File: src/rtl/xbar_out_alloc.sv
// Crossbar output allocator: rotating-priority grant of six outputs to N_IN requesters,
// with per-requester output locks held across multi-flit packets.
module xbar_out_alloc #(
  parameter int N_IN = 4
) (
  input  logic              clk,
  input  logic              rst_n,
  input  logic [N_IN-1:0]   req_valid,
  input  logic [6*N_IN-1:0] req_mask,
  input  logic [N_IN-1:0]   req_last,
  output logic [N_IN-1:0]   gnt,
  output logic [3*N_IN-1:0] sel,
  output logic [5:0]        out_busy
);
  localparam int PW = (N_IN > 1) ? $clog2(N_IN) : 1;

  logic [N_IN-1:0][5:0] mask;
  logic [N_IN-1:0]      lock_vld, win;
  logic [N_IN-1:0][2:0] lock_out, win_out, sel_q;
  logic [PW-1:0]        ptr, ptr_nxt;
  logic [5:0]           busy_nxt;

  assign mask = req_mask;
  assign sel  = sel_q;

  function automatic logic [5:0] dec6(input logic [2:0] c);
    dec6 = '0;
    for (int k = 0; k < 6; k++)
      if (c == 3'(k)) dec6[k] = 1'b1;
  endfunction

  always_comb begin
    logic [5:0] taken;
    logic [5:0] avail;
    logic       found;
    int         i;
    taken    = '0;
    avail    = '0;
    found    = 1'b0;
    i        = 0;
    win      = '0;
    win_out  = '0;
    ptr_nxt  = ptr;
    busy_nxt = '0;

    // Locked outputs stay reserved even when their owner pauses mid-packet.
    for (int r = 0; r < N_IN; r++) begin
      if (lock_vld[r]) begin
        taken = taken | dec6(lock_out[r]);
        if (req_valid[r]) begin
          win[r]     = 1'b1;
          win_out[r] = lock_out[r];
        end
      end
    end

    // Walk requesters ptr, ptr+1, ... over a doubled index range to avoid a modulo.
    for (int p = 0; p < 2*N_IN; p++) begin
      if (p >= int'(ptr) && p < int'(ptr) + N_IN) begin
        i = (p >= N_IN) ? p - N_IN : p;
        if (!lock_vld[i] && req_valid[i]) begin
          avail = mask[i] & ~taken;
          if (avail != 6'd0) begin
            for (int k = 5; k >= 0; k--)
              if (avail[k]) win_out[i] = 3'(k);
            win[i] = 1'b1;
            taken  = taken | dec6(win_out[i]);
            if (!found) begin
              found   = 1'b1;
              ptr_nxt = (i == N_IN-1) ? '0 : PW'(i + 1);
            end
          end
        end
      end
    end

    for (int r = 0; r < N_IN; r++)
      if (win[r]) busy_nxt = busy_nxt | dec6(win_out[r]);
  end

  always_ff @(posedge clk or negedge rst_n) begin
    if (!rst_n) begin
      ptr      <= '0;
      out_busy <= '0;
    end else begin
      ptr      <= ptr_nxt;
      out_busy <= busy_nxt;
    end
  end

  for (genvar g = 0; g < N_IN; g++) begin : g_lane
    xbar_alloc_lane u_lane (
      .clk      (clk),
      .rst_n    (rst_n),
      .win      (win[g]),
      .win_out  (win_out[g]),
      .last     (req_last[g]),
      .gnt      (gnt[g]),
      .sel      (sel_q[g]),
      .lock_vld (lock_vld[g]),
      .lock_out (lock_out[g])
    );
  end
endmodule

// Per-requester registered grant/select and packet lock state.
module xbar_alloc_lane (
  input  logic       clk,
  input  logic       rst_n,
  input  logic       win,
  input  logic [2:0] win_out,
  input  logic       last,
  output logic       gnt,
  output logic [2:0] sel,
  output logic       lock_vld,
  output logic [2:0] lock_out
);
  always_ff @(posedge clk or negedge rst_n) begin
    if (!rst_n) begin
      gnt      <= 1'b0;
      sel      <= 3'd7;
      lock_vld <= 1'b0;
      lock_out <= 3'd0;
    end else begin
      gnt <= win;
      sel <= win ? win_out : 3'd7;
      if (win) begin
        lock_vld <= ~last;
        lock_out <= win_out;
      end
    end
  end
endmodule
File: config.mk
export PLATFORM = sky130hd
export DESIGN_NAME = xbar_out_alloc
export DESIGN_NICKNAME = d
export VERILOG_FILES = /design/src/rtl/xbar_out_alloc.sv
export SDC_FILE = /design/constraint.sdc
export NUM_CORES = 1
export LEC_CHECK = 0
export CAP_MARGIN = 0
export CORE_MARGIN = 2
export CORE_UTILIZATION = 58
export CTS_BUF_LIST = sky130_fd_sc_hd__clkbuf_16
export CTS_CLUSTER_DIAMETER = 30
export CTS_CLUSTER_SIZE = 28
export DETAILED_ROUTE_END_ITERATION = 7
export GPL_TIMING_DRIVEN = 0
export PLACE_DENSITY = 0.85
export SLEW_MARGIN = 5
export SYNTH_ARGS = -nofsm -noshare
export SYNTH_HDL_FRONTEND = slang
export SYNTH_HIERARCHICAL = 1
export SYNTH_SLANG_ARGS = --single-unit
File: constraint.sdc
create_clock -name clk -period 6.87 [get_ports clk]
set_input_delay 1.374 -clock clk [delete_from_list [all_inputs] [get_ports clk]]
set_output_delay 1.374 -clock clk [all_outputs]
set_load 0.01 [all_outputs]
=== Word level (Yosys, flattened, before mapping) ===
Index checks and enable logic that the tools add are counted.

* Magnitude comparators: 11
* Add/sub/neg operators: 1
* Muxes and demuxes: 470
* Bitwise operators: 33
* Equal/unequal tests: 75
* Reduce and logical (&&, ||, !) cells: 34

{| class="wikitable"
|+ Operators by type and width
! cell !! number
|-
| $mux W3 || 105
|-
| $mux W1 || 305
|-
| $mux W6 || 29
|-
| $lt A4 B32 Y1 const A || 3
|-
| $eq A3 B2 Y1 const B || 30
|-
| $eq A3 B3 Y1 const B || 30
|-
| $or A6 B6 Y6 || 13
|-
| $lt A3 B32 Y1 const A || 2
|-
| $mux W2 || 31
|-
| $and A6 B6 Y6 || 8
|-
| $not A6 Y6 || 8
|-
| $reduce_bool A6 Y1 || 8
|-
| $eq A3 B1 Y1 const B || 15
|-
| $logic_not A3 Y1 || 15
|-
| $lt A1 B32 Y1 const A || 1
|-
| $lt A2 B32 Y1 const A || 1
|-
| $logic_and A1 B1 Y1 || 7
|-
| $add A2 B3 Y4 const B || 1
|-
| $ge A1 B2 Y1 const A || 2
|-
| $logic_not A1 Y1 || 4
|-
| $lt A3 B4 Y1 const A || 1
|-
| $not A1 Y1 || 4
|-
| $ge A2 B2 Y1 const A || 1
|}

* Logic and storage cells: 642
* Register bits after elaboration: 40
* Input port bits: 34
* Output and inout bits: 22

=== Logic depth before layout (Yosys ltp) ===
* Depth in word-level cells: 165
* Depth in mapped cells: 24

=== Modules after synthesis ===
Netlist, hierarchy kept.

{| class="wikitable"
|+ By module, submodules not included
! module !! instances !! area each (µm²) !! cells an instance !! sequential area each (µm²)
|-
| xbar_out_alloc || 1 || 3448.3 || 487 || 200.2
|-
| xbar_alloc_lane || 4 || 292.8 || 17 || 203.9
|}

=== Worst setup path before layout ===
Ideal clock, no wire load.

* Path type: input-to-reg
* Start point: input port req_valid[0]
* End point: register g_lane[2].u_lane.lock_out[0]
* Slack: 0.575 ns
* Cell stages on the path: 19
* Required time: 6.745 ns
* Data arrival time: 6.170 ns
* Path through: nor4b_4 -> nand2_1 -> a31oi_1 -> nand2_1 -> o31a_1 -> or2_2 -> o21ai_4 -> nor4_2 -> a211o_1 -> and3_1 -> a31o_1 -> a2111o_1 -> a211o_1 -> a221o_1 -> o211a_1 -> o41ai_2 -> a41oi_1 -> buf_6 -> mux2_4

* Elaborated cells on any way between the ends: 306

{| class="wikitable"
|+ RTL lines
! item !! line !! text
|-
| start: declaration || 8 || <nowiki>input logic [N_IN-1:0] req_valid,</nowiki>
|-
| $mux W3 || 50 || <nowiki>if (req_valid[r]) begin</nowiki>
|-
| $mux W3 || 48 || <nowiki>if (lock_vld[r]) begin</nowiki>
|-
| $mux W3 (6 in a row) || 65 || <nowiki>if (avail[k]) win_out[i] = 3'(k);</nowiki>
|-
| $mux W3 || 63 || <nowiki>if (avail != 6'd0) begin</nowiki>
|-
| $mux W3 || 61 || <nowiki>if (!lock_vld[i] && req_valid[i]) begin</nowiki>
|-
| $mux W3 || 59 || <nowiki>if (p >= int'(ptr) && p < int'(ptr) + N_IN) begin</nowiki>
|-
| $eq A3 B3 Y1 || 29 || <nowiki>if (c == 3'(k)) dec6[k] = 1'b1;</nowiki>
|-
| $mux W1 || 29 ||
|-
| [... 106 more ...] || -- ||
|-
| $mux W6 || 59 ||
|-
| $not A6 Y6 || 62 || <nowiki>avail = mask[i] & ~taken;</nowiki>
|-
| $and A6 B6 Y6 || 62 ||
|-
| $reduce_bool A6 Y1 || 63 ||
|-
| $mux W1 || 63 ||
|-
| $mux W1 || 61 ||
|-
| $mux W1 (*) || 59 ||
|-
| named net win[2] || 18 || <nowiki>logic [N_IN-1:0] lock_vld, win;</nowiki>
|-
| end signal: assignment || 129 || <nowiki>lock_out <= win_out;</nowiki>
|-
| end: declaration || 116 || <nowiki>output logic [2:0] lock_out</nowiki>
|}

Mark *: on every way through the listed nets, which the timed path passes. The rest lies on a longest branch. The select of a mux whose other input is x is not followed.
A chain may end at the register's enable or synchronous reset.

==> flow_summary.yaml <==
floorplanning:
  start_util_pct: 59.78
  die_y_um: 93.25
  fp.dieW_um: 93.25
  core_area_um2: 7727
  die-area_um2: 8695
  num_rows: 32
  ioPinCount: 56
finish:
  fin_area_um2: 5829
  multi_input_area_um2: 3611
  area.sequential_um2: 1016
  fin_nets: 670
  fin_cells: 739
  area_delta_synth_final_pct: 26.19
  drive_gt1_share_pct: 23.08
  n_fill_cell: 543
  antenna_cells: 0
grt:
  grt_pass1_vias: 4886
  overflow: 0
  grt_max_degree: 41
  antenna_found_initial: 0
  grt_pass1_wl_um: 25760
  grt_usage_pct: 38.09
worst_setup_path:
  max_stage_delay_ns: 0.59
  critPathLaunch: "req_mask[3]"
  r2r_start: "g_lane[2].u_lane/lock_vld"
  crit_chain: "clkdlybuf4s50_1 > inv_1 > nor2_2 > a32oi_2 > a211oi_2 > o31ai_4 > buf_4 > a2bb2oi_2 > nand2_1 > a211o_1 > and3_2 > a31o_1 > a2111o_1 > a211o_1 > a221o_1 > o211a_1 > o41ai_4 > o211a_1 > or2_1 > inv_1 > mux2_4"
  crit_family: "compound AO/OA/AOI/OAI gates"
  cp_data_required_time_ns: 7.04
  end_kind: "flop"
  cp_data_arrival_time_ns: 6.90
  critical_path_buf_inv_count: 4
  start_kind: "primary input"
  worstSetupPathType: "primary input to flop"
  worst_path_max_delay_cell: "clkdlybuf4s50_1"
  crit_path_max_fanout: 7
synth:
  synth_top_cell_by_area: "dfrtp_1"
  synth-edff-count: 0
  yosysTopAreaCellShare_pct: 15.17
  synthFlopType: "dfrtp_1"
  synth.distinct_cells: 90
  async_reset_ff_share_pct: 100.0
  synthCells: 555
  synth_seq_cells: 40
  yosys-top-cells-area: "dfrtp_1 (15%), dfstp_2 (6.8%), nand2_1 (4.3%), mux2_4 (3.9%), nand3_1 (3.5%)"
  yosys_warnings: 6
  syn_avg_cell_area_um2: 8.323
  syn_nets: 589
  synth_area_um2: 4619
  yosysSeqAreaShare_pct: 21.99
clock_tree:
  clkTransAtPathRegs_ns: 0.06
  numClockSinks: 40
  clock-root-buffer: "clkbuf_16"
  htreeDepth: 2
  cts_hold_buf: 0
  cts_buffers: 5
  insertion_delay_ns: 0.28
  clockBufferDepth: 2
  cts_tree: "done"
power_and_ir_drop:
  ir_worst_vdd_v: 0.0002755
  p_per_area_nw_per_um2: 446.5
  power_mw: 2.603
  leakagePower_nw: 2.323
outcome:
  status: "completed"
detailed_routing:
  vias_per_cell: 7.456
  drtAntennaViolNets: 0
  drt_first_pass_iters: 6
  detail_route.wl_per_cell_um: 22.84
  drc_errors: 0
  routed_wl_um: 16880
  initialDrtViolationCount: 755
  via_count: 5510
min_path:
  hold_path_class: "flop to flop"
  worstHoldStart: "g_lane[1].u_lane/lock_vld"
run:
  maxCapViolCount: 0
timing:
  hold_viol: 0
  tightest_slew_ns: 0.9017
  fin_crit_ns: 6.733
  period_share_pct: 98.00
  clock_skew_ns: 0.005328
  slew_violations: 0
  finalSetupViolCount: 0
  fmax_mhz: 148.5
  slew_headroom_pct: 39.37
placement:
  io_buffers: 54
  dp.cells: 711
  place.gp.congestion: 1.016
  dpl-instance-area_um2: 5283
  hpwl_um: 12930
## synthesized netlist by cell type (all sizes together) (5+ instances only)
master   n
nand2b  20
and3     9
a211oi  10
a41oi    6
o21ai   20
or2      5
a21oi   28
o211a    7
and2    22
inv     30
a32oi   11
nand4   10
a31o     6
nor4     6
nor4bb   6
o31ai   10
nor2    35
o211ai  19
dfstp   12
nor4b    5
nand4b   8
nor3    13
a211o    5
nor2b    5
or3      9
o311ai   5
o21a     6
buf     12
o31a     9
nand2   53
a31oi   21
nand3   33
dfrtp   28
mux2    12
## per-stage QoR
stage	hold WS (ns)	setup TNS (ns)	setup slack, ns	utilization [%]
global route	0.6430	-0.05408	-0.01573	75.44
global placement	0.5681	-13.06	-0.8594	68.43
finish	0.6137	0	0.1374	75.44
floorplan	0.5205	0	0.5751	-
CTS	0.6062	0	0.006652	73.07
detailed placement	0.5976	-14.42	-0.8978	68.36
## timing repair
| action | CTS | global route |
|---|---|---|
| endpoints found under the setup margin | 20 | 17 |
| pin swaps | 8 | 10 |
| buffers inserted | 10 | 10 |
| resized for setup | 20 | 28 |
## area by class of cell
type,instances,share of cell area (%)
Clock buffer,5,2.146
Inverter,30,1.932
Buffer,15,1.846
Timing Repair Buffer,74,11.72
Multi-Input combinational cell,470,61.94
Clock inverter,3,0.7942
Tap cell,102,2.189
Sequential cell,40,17.43
## kinds of logic after synthesis
group	synth area share, %
buf+inv	4.767
simple gates	32.80
flops	21.99
mux	4.767
compound gates	35.67
## power by group
part	switching [mW]	internal, mW
Clock	0.0974	0.173
Combinational	1.15	0.754
Sequential	0.101	0.333
## path summary, 6_finish.rpt
path / to / slack [ns] / depth (start not counted)
worst max-delay path: g_lane[2].u_lane/lock_out[2] / 0.14 / 21
worst min-delay path: g_lane[1].u_lane/lock_vld / 0.61 / 2
worst max register to register: g_lane[2].u_lane/lock_out[2] / 0.35 / 21
worst min register to register: g_lane[1].u_lane/lock_vld / 0.61 / 2
max in group asynchronous: ptr[0] / 5.12 / 1
min in group asynchronous: g_lane[3].u_lane/lock_out[1] / 1.21 / 1
## tightest hold or removal path, cell delays in order, from the launching register on
cell     delay, ns
dfrtp_1       0.43
inv_1         0.07
mux2i_1       0.06
## layout by cell type, fill, tap and decap left out, types with 5 or more instances in the layout
master | netlist | routed
nand2_1 | 53 | 51
clkdlybuf4s50_1 | 0 | 48
nor2_1 | 34 | 32
nand3_1 | 32 | 32
inv_1 | 29 | 29
dfrtp_1 | 28 | 28
a21oi_1 | 26 | 25
buf_4 | 2 | 22
and2_1 | 21 | 21
nand2b_1 | 20 | 19
o211ai_1 | 16 | 16
a31oi_1 | 18 | 16
o21ai_0 | 15 | 13
mux2_4 | 12 | 12
dfstp_2 | 12 | 12
nand4_1 | 10 | 10
or3_1 | 9 | 9
nand4b_1 | 8 | 8
nor3_1 | 11 | 8
and3_1 | 9 | 8
a32oi_1 | 10 | 8
o31ai_1 | 8 | 8
o211a_1 | 7 | 7
o31a_1 | 7 | 7
buf_2 | 5 | 6
nor4bb_1 | 6 | 6
o21ai_1 | 4 | 6
buf_6 | 5 | 5
nor2b_1 | 5 | 5
a211oi_2 | 3 | 5
o21a_1 | 6 | 5
nor3_2 | 2 | 5
a211o_1 | 5 | 5
clkbuf_16 | 0 | 5
## registers in the layout, summed over array words and instances, names as in the netlist
| signal | flops |
|---|---|
| g_lane.u_lane/gnt | 4 |
| g_lane.u_lane/lock_out | 12 |
| g_lane.u_lane/lock_vld | 4 |
| g_lane.u_lane/sel | 12 |
| out_busy | 6 |
| ptr | 2 |
## metal layers
metal | vias up | track usage, % | routed length [um]
met1 | 2596 | 51.56 | 6602
met5 | - | 0 | 0
met3 | 103 | 6.044 | 1902
met2 | 440 | 59.11 | 7335
li1 | 2371 | - | -
met4 | 0 | 18.38 | 1042
No activity file was read; power rests on OpenSTA's default activity.
==> patch, RTL diff (same flow settings) <==
`N_IN`: 4 -> 8.
--- a/src/rtl/xbar_out_alloc.sv
+++ b/src/rtl/xbar_out_alloc.sv
@@ -1,7 +1,7 @@
 // Crossbar output allocator: rotating-priority grant of six outputs to N_IN requesters,
 // with per-requester output locks held across multi-flit packets.
 module xbar_out_alloc #(
-  parameter int N_IN = 4
+  parameter int N_IN = 8
 ) (
   input  logic              clk,
   input  logic              rst_n,
Interface: changed (5 resized); port bits go from 56 to 104. The function was not compared with the original's and may differ.
==> patch against the unedited design <==
The run now fails in global routing. Area after synthesis grew 100%.
==> patch: results (changes against the unedited design) <==
metric	value	unit	change
ys_warn_count	6		unchanged
synth_common_cells	nand2_1, nor2_1, nand3_1		unchanged
haltStage	global routing		
h-tree-depth	3		was 2
port_buffers	102		was 54
synthFlopType	dfrtp_1		unchanged
met1_usage	94.2	%	
worstEpCategory	register input		
grt_overflow	2101		
error	[ERROR GRT-0232] Routing congestion too high. Check the congestion heatmap in the GUI.		
avgSynthCellArea	7.91	um^2	was 8.32 um^2
ys_types	124		was 90
ys_seq_area_share	19.7	%	was 22.0%
dp_hpwl	30400	um	was 12900 um
synth_area_leaders	dfrtp_1, dfstp_2, nand2_1		unchanged
grt_max_degree	70		
async_flop_share	100	%	unchanged
place_area	0.0112	mm^2	was 0.00528 mm^2
fp.dieW	131	um	was 93.2 um
syn-num-nets	1255		was 589
status	did not finish		was finished, final reports clean
cts_sinks	73		was 40
clockBufferDepth	2		unchanged
post-place-cells	1508		was 711
globalplace.congestion	1.05		was 1.02
cts-root-buf	clkbuf_16		unchanged
gr-usage-met3	81.0	%	
cts_buffers	9		was 5
grtUsageTotal	108	%	
grtUsageMet2	146	%	
grt-worst-endpoint	g_lane[6].u_lane/lock_out[1]$_DFFE_PN0P_/D		
==> patch: changes by cell type after synthesis, moves of 13 or more <==
cell,change
and2_1,+20
dfrtp_1,+21
nor2b_1,+13
and3_1,+25
nand2b_1,+20
nand3_1,+44
or2_2,+13
o21ai_0,+20
nor2_1,+54
inv_1,+16
a21oi_1,+34
nand2_1,+89
==> patch: repair_timing <==
action | 4_1_cts
pin swaps | 140
endpoints found under the setup margin | 73
gates resized for setup | 272
setup buffers | 177
hold buffers | 0
==> patch: stage by stage <==
step,setup WS [ns],hold slack [ns]
2_1_floorplan,-3.81,0.501
3_5_place_dp,-6.61,0.531
4_1_cts,-4.46,0.547
3_3_place_gp,-6.39,0.525
==> patch: kinds of logic after synthesis <==
| logic type | share of synthesized area, % |
|---|---|
| AND/OR/NAND/NOR | 36.6 |
| buffers and inverters | 3.82 |
| AO/OA/AOI/OAI | 34.6 |
| multiplexers | 5.24 |
| flip-flops | 19.7 |
